`src/rtl/win_line_scanner_if.sv`:
```
// Scan request, board read port and result bus of win_line_scanner.
interface win_line_scanner_if #(
  parameter int unsigned ROW_W   = 3,
  parameter int unsigned COL_W   = 3,
  parameter int unsigned PIECE_W = 2
);
  logic               start;
  logic [ROW_W-1:0]   row;
  logic [COL_W-1:0]   col;
  logic               rd_en;
  logic [ROW_W-1:0]   rd_row;
  logic [COL_W-1:0]   rd_col;
  logic [PIECE_W-1:0] data_in;
  logic               busy;
  logic               done;
  logic [PIECE_W-1:0] winner;
  logic [1:0]         win_axis;
  logic               err;

  // Controller/board side: issues scans and serves board reads.
  modport master (
    output start, row, col, data_in,
    input  rd_en, rd_row, rd_col, busy, done, winner, win_axis, err
  );

  // Scanner side.
  modport slave (
    input  start, row, col, data_in,
    output rd_en, rd_row, rd_col, busy, done, winner, win_axis, err
  );
endinterface

```
`src/rtl/win_line_scanner.sv`:
```
// Walks outward from a freshly dropped piece along four axes, one board read
// per cycle, and reports the winning player/axis, no winner, or a bad origin.
module win_line_scanner #(
  parameter int unsigned ROWS    = 6,
  parameter int unsigned COLS    = 7,
  parameter int unsigned ROW_W   = 3,
  parameter int unsigned COL_W   = 3,
  parameter int unsigned WIN_LEN = 4,
  parameter int unsigned PIECE_W = 2
) (
  input logic              clk,
  input logic              rst,
  win_line_scanner_if.slave bus
);
  localparam int unsigned CNT_W  = $clog2(WIN_LEN + 1);
  localparam int unsigned STEP_W = ROW_W + COL_W + 1;

  localparam logic [1:0] S_IDLE   = 2'd0;
  localparam logic [1:0] S_ORIGIN = 2'd1;
  localparam logic [1:0] S_SCAN   = 2'd2;
  localparam logic [1:0] S_DONE   = 2'd3;

  logic [1:0]         state_q,  state_n;
  logic [ROW_W-1:0]   org_r_q,  org_r_n;
  logic [COL_W-1:0]   org_c_q,  org_c_n;
  logic [PIECE_W-1:0] ref_q,    ref_n;
  logic [CNT_W-1:0]   count_q,  count_n;
  logic [CNT_W-1:0]   dist_q,   dist_n;
  logic [1:0]         axis_q,   axis_n;
  logic               neg_q,    neg_n;
  logic               rd_en_q,  rd_en_n;
  logic [ROW_W-1:0]   rd_row_q, rd_row_n;
  logic [COL_W-1:0]   rd_col_q, rd_col_n;
  logic               busy_q,   busy_n;
  logic               done_q,   done_n;
  logic [PIECE_W-1:0] winner_q, winner_n;
  logic [1:0]         waxis_q,  waxis_n;
  logic               err_q,    err_n;

  logic [STEP_W-1:0]  cont_s, ray_s, org_s;
  logic [CNT_W-1:0]   cnt_inc;
  logic [1:0]         nxt_ax;
  logic               nxt_neg;
  logic               hit;
  logic               ray_end;

  // One step from (r,c) along axis ax, negated when neg; coordinates are one
  // bit wider so a step below zero or past the edge lands out of range.
  function automatic logic [STEP_W-1:0] step(input logic [ROW_W-1:0] r,
                                             input logic [COL_W-1:0] c,
                                             input logic [1:0]       ax,
                                             input logic             neg);
    logic [ROW_W:0] nr;
    logic [COL_W:0] nc;
    logic           inb;
    nr = {1'b0, r};
    nc = {1'b0, c};
    if (ax != 2'd0)
      nr = neg ? nr - (ROW_W+1)'(1) : nr + (ROW_W+1)'(1);
    if (ax == 2'd0 || ax == 2'd2)
      nc = neg ? nc - (COL_W+1)'(1) : nc + (COL_W+1)'(1);
    else if (ax == 2'd3)
      nc = neg ? nc + (COL_W+1)'(1) : nc - (COL_W+1)'(1);
    inb = (nr < (ROW_W+1)'(ROWS)) && (nc < (COL_W+1)'(COLS));
    return {inb, nr[ROW_W-1:0], nc[COL_W-1:0]};
  endfunction

  // Next-state and next-output logic.
  always_comb begin
    state_n  = state_q;
    org_r_n  = org_r_q;
    org_c_n  = org_c_q;
    ref_n    = ref_q;
    count_n  = count_q;
    dist_n   = dist_q;
    axis_n   = axis_q;
    neg_n    = neg_q;
    rd_en_n  = 1'b0;
    rd_row_n = rd_row_q;
    rd_col_n = rd_col_q;
    winner_n = winner_q;
    waxis_n  = waxis_q;
    err_n    = err_q;
    ray_end  = 1'b0;

    cnt_inc = count_q + CNT_W'(1);
    hit     = rd_en_q && (bus.data_in == ref_q);
    nxt_ax  = neg_q ? axis_q + 2'd1 : axis_q;
    nxt_neg = ~neg_q;
    cont_s  = step(rd_row_q, rd_col_q, axis_q, neg_q);
    ray_s   = step(org_r_q, org_c_q, nxt_ax, nxt_neg);
    org_s   = step(org_r_q, org_c_q, 2'd0, 1'b0);

    unique case (state_q)
      S_IDLE: begin
        if (bus.start) begin
          org_r_n  = bus.row;
          org_c_n  = bus.col;
          winner_n = '0;
          waxis_n  = 2'd0;
          if (({1'b0, bus.row} >= (ROW_W+1)'(ROWS)) ||
              ({1'b0, bus.col} >= (COL_W+1)'(COLS))) begin
            err_n   = 1'b1;
            state_n = S_DONE;
          end else begin
            err_n    = 1'b0;
            rd_en_n  = 1'b1;
            rd_row_n = bus.row;
            rd_col_n = bus.col;
            state_n  = S_ORIGIN;
          end
        end
      end
      S_ORIGIN: begin
        ref_n = bus.data_in;
        if (bus.data_in == '0) begin
          state_n = S_DONE;
        end else begin
          count_n = CNT_W'(1);
          axis_n  = 2'd0;
          neg_n   = 1'b0;
          dist_n  = CNT_W'(1);
          rd_en_n = org_s[STEP_W-1];
          if (org_s[STEP_W-1]) begin
            rd_row_n = org_s[ROW_W+COL_W-1:COL_W];
            rd_col_n = org_s[COL_W-1:0];
          end
          state_n = S_SCAN;
        end
      end
      S_SCAN: begin
        ray_end = 1'b1;
        if (hit) begin
          count_n = cnt_inc;
          if (cnt_inc == CNT_W'(WIN_LEN)) begin
            winner_n = ref_q;
            waxis_n  = axis_q;
            state_n  = S_DONE;
            ray_end  = 1'b0;
          end else if (cont_s[STEP_W-1] && (dist_q < CNT_W'(WIN_LEN - 1))) begin
            rd_en_n  = 1'b1;
            rd_row_n = cont_s[ROW_W+COL_W-1:COL_W];
            rd_col_n = cont_s[COL_W-1:0];
            dist_n   = dist_q + CNT_W'(1);
            ray_end  = 1'b0;
          end
        end
        if (ray_end) begin
          if (neg_q && axis_q == 2'd3) begin
            state_n = S_DONE;
          end else begin
            // Negative ray keeps the count; a new axis restarts it at the origin.
            if (neg_q) count_n = CNT_W'(1);
            axis_n  = nxt_ax;
            neg_n   = nxt_neg;
            dist_n  = CNT_W'(1);
            rd_en_n = ray_s[STEP_W-1];
            if (ray_s[STEP_W-1]) begin
              rd_row_n = ray_s[ROW_W+COL_W-1:COL_W];
              rd_col_n = ray_s[COL_W-1:0];
            end
          end
        end
      end
      S_DONE: begin
        state_n = S_IDLE;
      end
      default: begin
        state_n = S_IDLE;
      end
    endcase

    busy_n = (state_n == S_ORIGIN) || (state_n == S_SCAN);
    done_n = (state_n == S_DONE);
  end

  // State and output registers.
  always_ff @(posedge clk) begin
    if (rst) begin
      state_q  <= S_IDLE;
      org_r_q  <= '0;
      org_c_q  <= '0;
      ref_q    <= '0;
      count_q  <= '0;
      dist_q   <= '0;
      axis_q   <= '0;
      neg_q    <= 1'b0;
      rd_en_q  <= 1'b0;
      rd_row_q <= '0;
      rd_col_q <= '0;
      busy_q   <= 1'b0;
      done_q   <= 1'b0;
      winner_q <= '0;
      waxis_q  <= '0;
      err_q    <= 1'b0;
    end else begin
      state_q  <= state_n;
      org_r_q  <= org_r_n;
      org_c_q  <= org_c_n;
      ref_q    <= ref_n;
      count_q  <= count_n;
      dist_q   <= dist_n;
      axis_q   <= axis_n;
      neg_q    <= neg_n;
      rd_en_q  <= rd_en_n;
      rd_row_q <= rd_row_n;
      rd_col_q <= rd_col_n;
      busy_q   <= busy_n;
      done_q   <= done_n;
      winner_q <= winner_n;
      waxis_q  <= waxis_n;
      err_q    <= err_n;
    end
  end

  assign bus.rd_en    = rd_en_q;
  assign bus.rd_row   = rd_row_q;
  assign bus.rd_col   = rd_col_q;
  assign bus.busy     = busy_q;
  assign bus.done     = done_q;
  assign bus.winner   = winner_q;
  assign bus.win_axis = waxis_q;
  assign bus.err      = err_q;
endmodule

```
`src/flat_wrapper.sv`:
```
// flat-port wrapper written by rule: the top's interface ports become plain ports
module win_line_scanner_flat 
#(
  parameter int unsigned ROWS    = 6,
  parameter int unsigned COLS    = 7,
  parameter int unsigned ROW_W   = 3,
  parameter int unsigned COL_W   = 3,
  parameter int unsigned WIN_LEN = 4,
  parameter int unsigned PIECE_W = 2
)
  (clk, rst, bus_start, bus_row, bus_col, bus_data_in, bus_rd_en, bus_rd_row, bus_rd_col, bus_busy, bus_done, bus_winner, bus_win_axis, bus_err);
  win_line_scanner_if #(.ROW_W(ROW_W), .COL_W(COL_W), .PIECE_W(PIECE_W)) bus_i ();
  input logic clk;
  input logic rst;
  input wire logic [$bits(bus_i.start)-1:0] bus_start;
  input wire logic [$bits(bus_i.row)-1:0] bus_row;
  input wire logic [$bits(bus_i.col)-1:0] bus_col;
  input wire logic [$bits(bus_i.data_in)-1:0] bus_data_in;
  output wire logic [$bits(bus_i.rd_en)-1:0] bus_rd_en;
  output wire logic [$bits(bus_i.rd_row)-1:0] bus_rd_row;
  output wire logic [$bits(bus_i.rd_col)-1:0] bus_rd_col;
  output wire logic [$bits(bus_i.busy)-1:0] bus_busy;
  output wire logic [$bits(bus_i.done)-1:0] bus_done;
  output wire logic [$bits(bus_i.winner)-1:0] bus_winner;
  output wire logic [$bits(bus_i.win_axis)-1:0] bus_win_axis;
  output wire logic [$bits(bus_i.err)-1:0] bus_err;
  assign bus_i.start = bus_start;
  assign bus_i.row = bus_row;
  assign bus_i.col = bus_col;
  assign bus_i.data_in = bus_data_in;
  assign bus_rd_en = bus_i.rd_en;
  assign bus_rd_row = bus_i.rd_row;
  assign bus_rd_col = bus_i.rd_col;
  assign bus_busy = bus_i.busy;
  assign bus_done = bus_i.done;
  assign bus_winner = bus_i.winner;
  assign bus_win_axis = bus_i.win_axis;
  assign bus_err = bus_i.err;
  win_line_scanner #(.ROWS(ROWS), .COLS(COLS), .ROW_W(ROW_W), .COL_W(COL_W), .WIN_LEN(WIN_LEN), .PIECE_W(PIECE_W)) u_core (.clk(clk), .rst(rst), .bus(bus_i));
endmodule
```
`config.mk`:
```
export PLATFORM = sky130hd
export DESIGN_NAME = win_line_scanner_flat
export DESIGN_NICKNAME = d
export VERILOG_FILES = /design/src/rtl/win_line_scanner_if.sv /design/src/rtl/win_line_scanner.sv /design/src/flat_wrapper.sv
export SDC_FILE = /design/constraint.sdc
export NUM_CORES = 1
export LEC_CHECK = 0
export BUFFER_PORTS_ARGS = -buffer_cell sky130_fd_sc_hd__buf_2
export CORE_MARGIN = 5
export CORE_UTILIZATION = 45
export CTS_CLUSTER_SIZE = 24
export DETAILED_ROUTE_END_ITERATION = 8
export MAX_ROUTING_LAYER = met4
export PLACE_DENSITY = 0.71
export SKIP_CTS_REPAIR_TIMING = 1
export SLEW_MARGIN = 20
export SYNTH_ARGS = -nofsm -noshare
export SYNTH_HDL_FRONTEND = slang
export SYNTH_SLANG_ARGS = --single-unit
```
`constraint.sdc`:
```
create_clock -name clk -period 4.1 [get_ports clk]
set_clock_uncertainty 0.05 [all_clocks]
set_input_delay 0.82 -clock clk [delete_from_list [all_inputs] [get_ports clk]]
set_output_delay 0.82 -clock clk [all_outputs]
set_load 0.01 [all_outputs]
```
[Word-level counts from Yosys, hierarchy flattened]
Cells that the tools add are included.
Storage, ports and cells
  register bits: 33
  bits in latches: 0
  RAM bits: 0
  memory bits (read-only): 0
  bits of input ports: 11
  logic and storage cells: 165
  memories kept: 0
Cells by class
  add/sub/neg operators: 11
  $mul: 0
  div/mod/pow operators: 0
  order comparisons: 9
  equal/unequal tests: 20
  shift-type cells: 0
  muxes and demuxes: 84
  bitwise logic cells: 1
  reduce and logical (&&, ||, !) cells: 24
Operators by type and width (count)
  2-to-1 mux 3 bit: 30
  2-to-1 mux 4 bit: 12
  2-to-1 mux 2 bit: 15
  < comparator 4 x 3 -> 1 bit, second input constant: 5
  case mux 3 bit (3 select lines): 2
  2-to-1 mux 1 bit: 17
  adder 3 x 1 -> 4 bit, second input constant: 4
  equality test 2 bit, second input constant: 8
  subtractor 3 x 1 -> 4 bit, second input constant: 4
  case mux 2 bit (2 select lines): 3
  case mux 3 bit (2 select lines): 2
  logical NOT 2 bit: 4
  != test 2 x 1 -> 1 bit, second input constant: 4
  != test 2 bit, second input constant: 4
  case mux 2 bit (4 select lines): 1
  AND reduction 4 bit: 2
  nonzero test 2 bit: 4
  adder 3 x 1 -> 3 bit, second input constant: 2
  greater-or-equal comparator 3 bit, second input constant: 2
  logical AND 1 bit: 6
  AND reduction 5 bit: 1
  equality test 2 x 1 -> 1 bit, second input constant: 2
  logical OR 1 bit: 4
  AND reduction 2 bit: 2
  9 further kinds: 9

[Logic depth before layout (Yosys ltp)]
Gate-level depths: netlist (run 1).
  depth in word-level cells: 15
  gate-level depth with buffers: 15
  mapped depth without buffers: 12

[Worst setup path after synthesis (run 1)]
No wires, ideal clock.
  path type: register to register
  start point: register u_core.axis_q[0]
  end point: register u_core.busy_q (netlist: u_core.bus.busy)
  arrival: 3212 ps
  data required time: 3922 ps
  path slack: 710 ps
  stages on the path, launching flop included: 15
  path buffers: 3
  period minus slack after synthesis: 3390 ps
  path through: dfxtp_1 -> clkbuf_1 -> inv_1 -> ha_1 -> or2_1 -> buf_6 -> a221o_1 -> and2_0 -> clkbuf_1 -> nor3_1 -> o211ai_1 -> a211oi_1 -> a21oi_1 -> ha_1 -> nor2b_1
Between the ends
  word-level cells in the longest chain between the ends: 14
  elaborated cells between the ends (all ways): 23
  classes of those cells: 2 x order compare; 4 x eq/ne; 10 x mux; 7 x reduce/logical
Ends and longest elaborated chain
  start, declared: line win_line_scanner.sv:29  | logic [1:0] axis_q, axis_n;
  start signal, assigned: line win_line_scanner.sv:203  | axis_q <= axis_n;
  equality test 2 bit (tied with other cells): line win_line_scanner.sv:62, win_line_scanner.sv:149
  2-to-1 mux 4 bit or logical OR 1 bit (tied branches): line win_line_scanner.sv:62, win_line_scanner.sv:60
  2-to-1 mux 4 bit: line win_line_scanner.sv:60  | if (ax == 2'd0 || ax == 2'd2)
  < comparator 4 x 3 -> 1 bit: line win_line_scanner.sv:64  | inb = (nr < (ROW_W+1)'(ROWS)) && (nc < (COL_W+1)'(COLS));
  logical AND 1 bit: line win_line_scanner.sv:64
  logical AND 1 bit: line win_line_scanner.sv:140  | end else if (cont_s[STEP_W-1] && (dist_q < CNT_W'(WIN_LEN - 1))) begin
  2-to-1 mux 1 bit: line win_line_scanner.sv:140
  2-to-1 mux 1 bit: line win_line_scanner.sv:135  | if (cnt_inc == CNT_W'(WIN_LEN)) begin
  2-to-1 mux 1 bit: line win_line_scanner.sv:133  | if (hit) begin
  2-to-1 mux 1 bit: line win_line_scanner.sv:94  | unique case (state_q)
  2-to-1 mux 2 bit *: line win_line_scanner.sv:148  | if (ray_end) begin
  case mux 2 bit (4 select lines) *: line win_line_scanner.sv:94
  net u_core.state_n[1]: line win_line_scanner.sv:23  | logic [1:0] state_q, state_n;
  equality test 2 x 1 -> 1 bit or equality test 2 bit (tied branches): line win_line_scanner.sv:173  | busy_n = (state_n == S_ORIGIN) || (state_n == S_SCAN);
  logical OR 1 bit *: line win_line_scanner.sv:173
  net u_core.busy_n: line win_line_scanner.sv:34  | logic busy_q, busy_n;
  end signal, assigned: line win_line_scanner.sv:208  | busy_q <= busy_n;
  end, declared: line win_line_scanner.sv:34
Mark *: on every way through the listed nets, which the timed path passes. The rest lies on a longest branch. The select of a mux whose other input is x is not followed.
A chain may end at the register's enable or synchronous reset.

[Worst setup path in the final report (run 1)]
  start point: register u_core.axis_q[1]
  end point: register u_core.busy_q (netlist: u_core.bus.busy)
Same word-level chain as after synthesis.

==> flow_metrics.tcl, run 1 <==
set metrics [dict create \
    outcome "completed" \
    finalHoldViolations 0 \
    cts_tree "built" \
    seq_area_um2 660.6 \
    cts_buffer_depth 2 \
    top_usage_layer "met2" \
    hold-path-endpoint "u_core.count_q[2]$_SDFFE_PP0P_" \
    syn_avg_cell_area_um2 7.688 \
    crit_path_frequent_cell "ha_1" \
    max_freq_mhz 284.9 \
    routed-via-count 2618 \
    initial_utilization_pct 45.47 \
    synth_top_area_share_pct 24.84 \
    clk_latency_ns 0.29 \
    place_hpwl_mm 5.330 \
    r2r_end "u_core.bus.busy$_SDFF_PP0_" \
    p_leak_nw 1.112 \
    synth_area_um2 2660 \
    synth.area.top_cells "dfxtp_1 25%, ha_1 8.9%, a21oi_1 6.0%, nand2_1 4.5%, xnor2_1 4.3%" \
    yosysMostFrequentCell "dfxtp_1" \
    multi_input_comb_area_um2 1836 \
    drtIter0Drc 177 \
    worst_pin_slew_ns 0.7046 \
    dieArea_um2 7549 \
    antenna_found_initial 0 \
    fin_nets 395 \
    setup_viol 0 \
    stdcell_count 438 \
    final.setup.tns_ns 0 \
    rows 28 \
    async_flop_share_pct 0 \
    fin_util_pct 49.83 \
    ff2ff_setup_slack_ns 0.59 \
    power_density_nw_per_um2 617.6 \
    maxCapViolCount 0 \
    slew_violations 0 \
    port_buffers 24 \
    critPathMaxStageDelay_ns 0.47 \
    cp_slowest_cell "dfxtp_1" \
    dieWidth_um 86.89 \
    cp_max_fo 10 \
    synth_common_cells "33 x dfxtp_1, 32 x a21oi_1, 32 x nand2_1" \
    antennaDiodeCount 0 \
    use_met1_pct 26.11 \
    rsz0062_at_grt "false" \
    grt_use_total_pct 19.64 \
    critPathLaunchType "flip-flop" \
    hold-path-cell-count 2 \
    worstPathRequired_ns 4.20 \
    met3_usage_pct 3.217 \
    cp_data_arrival_time_ns 3.61 \
    dieHeight_um 86.89 \
    ant_nets 0 \
    drc 0 \
    worstHoldStart "u_core.count_q[2]$_SDFFE_PP0P_" \
    ys_seq_area_share_pct 24.84 \
    synth-seq-cells 33 \
    path_cells "inv_1 > ha_1 > or2_1 > a221o_1 > and2_0 > nor3_1 > o211ai_1 > a211oi_1 > a21oi_1 > ha_1 > nor2b_1" \
    crit_path_end_kind "flip-flop" \
    synthCells 346 \
    grt_use_met2_pct 30.37 \
    grt_max_degree 35 \
    crit_family "simple AND/OR/NAND/NOR gates" \
    synth_warnings 0 \
    critPathBufInv 1 \
    p_total_mw 1.801 \
    r2r_cells 11 \
    overflow 0 \
    grt_pass1_wl_mm 11.60 \
    place_inst 431 \
    fillers 567 \
    grt_pass1_vias 2354 \
    firstDrtPassIters 4 \
    via_per_inst 5.977 \
    area.growth.synth_to_final_pct 9.596 \
    min_period_over_period_pct 85.60 \
    min_period_ns 3.510 \
    syn_nets 378 \
    cts_root_buffer "clkbuf_8" \
    reg2reg_from "u_core.axis_q[1]$_SDFFE_PP0P_" \
    core_area_um2 5851 \
    path_clk_slew_ns 0.08 \
    ios 25 \
    drive_gt1_share_pct 11.85 \
    cts_buffers 5 \
    synth.distinct_cells 60 \
    relSlewSlack_pct 52.62 \
    synth_edf_count 0 \
    clock-sinks 33 \
    critical_path_class "flip-flop to flip-flop" \
    wire_per_inst_um 15.90 \
    whs_ns 0.4062 \
    synth_flop_cell "dfxtp_1" \
    vdd_drop_max_v 0.0005358 \
    place.gp.congestion 0.9171 \
    htree_levels 2 \
    synth_top_area_cell "dfxtp_1" \
    hold_class "flip-flop to flip-flop" \
    routed_wl_mm 6.966 \
]
cells in the final DEF, fill, tap and decap left out, types with 4 or more instances in the layout:
master    instances
a211oi_1          7
a21o_1            4
a21oi_1          32
a311oi_1          4
buf_2            24
buf_4             4
clkbuf_8          6
dfxtp_1          33
ha_1             19
inv_1            21
mux2i_1           6
nand2_1          32
nand2b_1          9
nand3_1          12
nor2_1           20
nor2b_1          10
nor3_1           15
nor4_1            5
o21ai_0          14
o31ai_1           6
xnor2_1          13
cells by family (layout without fill, tap and decap cells):
| family | Yosys count | count (layout) | share of synthesized area (%) |
|---|---|---|---|
| compound gates | 102 | 102 | 26.25 |
| xor+xnor | 15 | 15 | 4.939 |
| fa+ha+maj | 21 | 21 | 10.44 |
| buf+inv | 40 | 57 | 6.162 |
| flops | 33 | 33 | 24.84 |
| mux | 6 | 6 | 2.258 |
| simple gates | 129 | 129 | 25.12 |
worst reg2reg max path: stages, from the launching register on:
cell and delay [ns]:
dfxtp_1 0.47, inv_1 0.12, ha_1 0.28, or2_1 0.37
a221o_1 0.43, and2_0 0.26, nor3_1 0.42, o211ai_1 0.13
a211oi_1 0.34, a21oi_1 0.10, ha_1 0.28, nor2b_1 0.12
metrics by stage:
step	area, um^2	setup WS [ns]
final	2915	0.5903
after global routing	2915	0.3479
after CTS	2915	0.6521
after detailed placement	2825	0.6490
after global placement	2825	0.7349
after floorplan	2660	0.7103
per-layer routing:
metal,vias to the layer above,share of wire [%]
li1,1303,-
met1,1232,47
met2,69,45
met3,14,5.2
met4,0,2.3
met5,-,0
layout make-up:
| cell class | count | share of cell area [%] |
|---|---|---|
| sequential | 33 | 22.66 |
| clock buffer | 6 | 2.833 |
| inverter | 22 | 2.918 |
| tap | 75 | 3.219 |
| clock inverter | 1 | 0.2575 |
| multi-input combinational | 273 | 62.96 |
| timing repair buffer | 28 | 5.150 |
report_power, final:
part | internal (mW) | leakage, nW | switching [mW]
combinational | 0.425 | 0.799 | 0.632
clock | 0.133 | 0.0433 | 0.121
sequential | 0.393 | 0.270 | 0.0958
total | 0.951 | 1.11 | 0.849
worst max path at each step:
stage | from | to | slack, ns | cells past startpoint
finish | u_core.axis_q[1]$_SDFFE_PP0P_ | u_core.bus.busy$_SDFF_PP0_ | 0.59 | 11
global route | u_core.axis_q[1]$_SDFFE_PP0P_ | u_core.bus.busy$_SDFF_PP0_ | 0.35 | 12
CTS | u_core.axis_q[1]$_SDFFE_PP0P_ | u_core.bus.busy$_SDFF_PP0_ | 0.65 | 11
detailed placement | bus_data_in[0] | u_core.bus.busy$_SDFF_PP0_ | 0.65 | 11
global placement | u_core.axis_q[1]$_SDFFE_PP0P_ | u_core.bus.busy$_SDFF_PP0_ | 0.73 | 12
floorplan | u_core.axis_q[0]$_SDFFE_PP0P_ | u_core.bus.busy$_SDFF_PP0_ | 0.71 | 14
sequential cells by signal, indices dropped and copies added, names as in the netlist:
name and flops:
u_core.ref_q 2, u_core.bus.rd_col 3, u_core.axis_q 2, u_core.bus.busy 1
u_core.bus.winner 2, u_core.org_r_q 3, u_core.dist_q 3, u_core.bus.done 1
u_core.org_c_q 3, u_core.bus.err 1, u_core.bus.win_axis 2, u_core.state_q 2
u_core.bus.rd_en 1, u_core.bus.rd_row 3, u_core.count_q 3, u_core.neg_q 1
(Power assumes the default switching activity.)
==> run 2, diff against run 1 <==
PLACE_DENSITY = not set   (was 0.71)
==> flow_metrics.tcl, run 2 (synthesis results as in run 1) <==
set metrics [dict create \
    p_leak_nw 1.131 \
    ios 25 \
    slew_violations 0 \
    min_period_over_period_pct 82.77 \
    fin_util_pct 50.47 \
    cts_buffers 5 \
    finalHoldViolations 0 \
    worst_pin_slew_ns 0.6428 \
    final_cell_mix "33 x dfxtp_1, 32 x nand2_1, 32 x a21oi_1, 24 x buf_2, 21 x inv_1" \
    r2r_cells 12 \
    outcome "completed" \
    grt_max_degree 35 \
    drc 0 \
    maxCapViolCount 0 \
    cts_root_buffer "clkbuf_8" \
    final_common_cell "dfxtp_1" \
    worst_slack_ns 0.7066 \
    antennaDiodeCount 0 \
    core_area_um2 5851 \
    port_buffers 24 \
    grt_pass1_vias 2452 \
    antenna_found_initial 0 \
    worstHoldStart "u_core.count_q[2]$_SDFFE_PP0P_" \
    final.setup.tns_ns 0 \
    clock-sinks 33 \
    cts_tree "built" \
    hold_class "flip-flop to flip-flop" \
    ff2ff_setup_slack_ns 0.71 \
    critical_path_class "flip-flop to flip-flop" \
    relSlewSlack_pct 56.78 \
    crit_path_end_kind "flip-flop" \
    rows 28 \
    fin_nets 396 \
    ant_nets 0 \
    max_freq_mhz 294.7 \
    overflow 0 \
    critPathLaunchType "flip-flop" \
    routed-via-count 2648 \
    htree_levels 2 \
    area.growth.synth_to_final_pct 11.01 \
    min_period_ns 3.393 \
    firstDrtPassIters 5 \
    routed_wl_mm 7.509 \
    dieArea_um2 7549 \
    grt_pass1_wl_mm 12.56 \
    hold-path-endpoint "u_core.count_q[2]$_SDFFE_PP0P_" \
    reg2reg_from "u_core.axis_q[1]$_SDFFE_PP0P_" \
    r2r_end "u_core.bus.busy$_SDFF_PP0_" \
    cp_max_fo 10 \
    dp_slack_ns 0.7372 \
    cp_data_arrival_time_ns 3.51 \
    cts_buffer_depth 2 \
    grt_use_total_pct 21.98 \
    dieHeight_um 86.89 \
    setup_viol 0 \
    drtIter0Drc 178 \
    fillers 574 \
    place_hpwl_mm 5.672 \
    wire_per_inst_um 17.07 \
    clk_latency_ns 0.30 \
    power_density_nw_per_um2 642.8 \
    place.gp.congestion 0.9025 \
    initial_utilization_pct 45.47 \
    path_clk_slew_ns 0.08 \
    hold-path-cell-count 2 \
    vdd_drop_max_v 0.0003246 \
    drive_gt1_share_pct 12.33 \
    worstPathRequired_ns 4.22 \
    via_per_inst 6.018 \
    dieWidth_um 86.89 \
    rsz0062_at_grt "false" \
]
-- run 2: cell count changes in the layout (fill, tap and decap cells not counted) --
cell       before  now
buf_4           4    5
bufinv_16       0    1
-- run 2: critical path, stage by stage, from the launching register on --
cell and delay [ns]:
dfxtp_1 0.49, inv_1 0.14, ha_1 0.29, or2_1 0.40, a221o_1 0.45, and2_0 0.27
nor3_1 0.17, buf_4 0.16, o211ai_1 0.08, a211oi_1 0.31, a21oi_1 0.08, ha_1 0.27
nor2b_1 0.12
-- run 2: through the flow --
| stage | total power, mW | cells | cell area (um^2) | hold WS, ns |
|---|---|---|---|---|
| finish | 1.898 | 440 | 2953 | 0.4102 |
| global route | 2.060 | 440 | 2953 | 0.4211 |
| CTS | 1.897 | 440 | 2953 | 0.4146 |
| detailed placement | 1.554 | 432 | 2833 | 0.4045 |
| global placement | 1.560 | 432 | 2833 | 0.3973 |
| floorplan | 1.468 | 346 | 2660 | 0.3863 |
-- run 2: metal layers --
layer  vias up  part of all wire (%)  global-route usage [%]
met1      1240                    47                   29.89
met5         -                     0                       -
li1       1299                     -                       -
met4         0                   1.5                   7.649
met2        99                    46                   33.68
met3        10                   5.3                   2.554
-- run 2: how the worst max path moves through the flow --
stage | start | to | slack (ns)
global placement | u_core.axis_q[1]$_SDFFE_PP0P_ | u_core.bus.busy$_SDFF_PP0_ | 0.70
CTS | u_core.axis_q[1]$_SDFFE_PP0P_ | u_core.bus.busy$_SDFF_PP0_ | 0.71
floorplan | u_core.axis_q[0]$_SDFFE_PP0P_ | u_core.bus.busy$_SDFF_PP0_ | 0.71
global route | u_core.axis_q[1]$_SDFFE_PP0P_ | u_core.bus.busy$_SDFF_PP0_ | 0.40
detailed placement | u_core.axis_q[1]$_SDFFE_PP0P_ | u_core.bus.busy$_SDFF_PP0_ | 0.74
finish | u_core.axis_q[1]$_SDFFE_PP0P_ | u_core.bus.busy$_SDFF_PP0_ | 0.71
-- run 2: power breakdown --
part / switching [mW] / internal, mW
combinational: 0.649 / 0.428
clock: 0.136 / 0.198
sequential: 0.0944 / 0.393
-- run 2: layout make-up --
type / instances / area, um^2 / area share, %
clock buffers: 6 / 82.58 / 2.797
clock inverters: 2 / 37.54 / 1.271
inverters: 22 / 85.08 / 2.881
multi-input cells: 273 / 1836 / 62.16
flip-flops and latches: 33 / 660.6 / 22.37
well taps: 75 / 93.84 / 3.178
repair buffers: 29 / 157.7 / 5.339
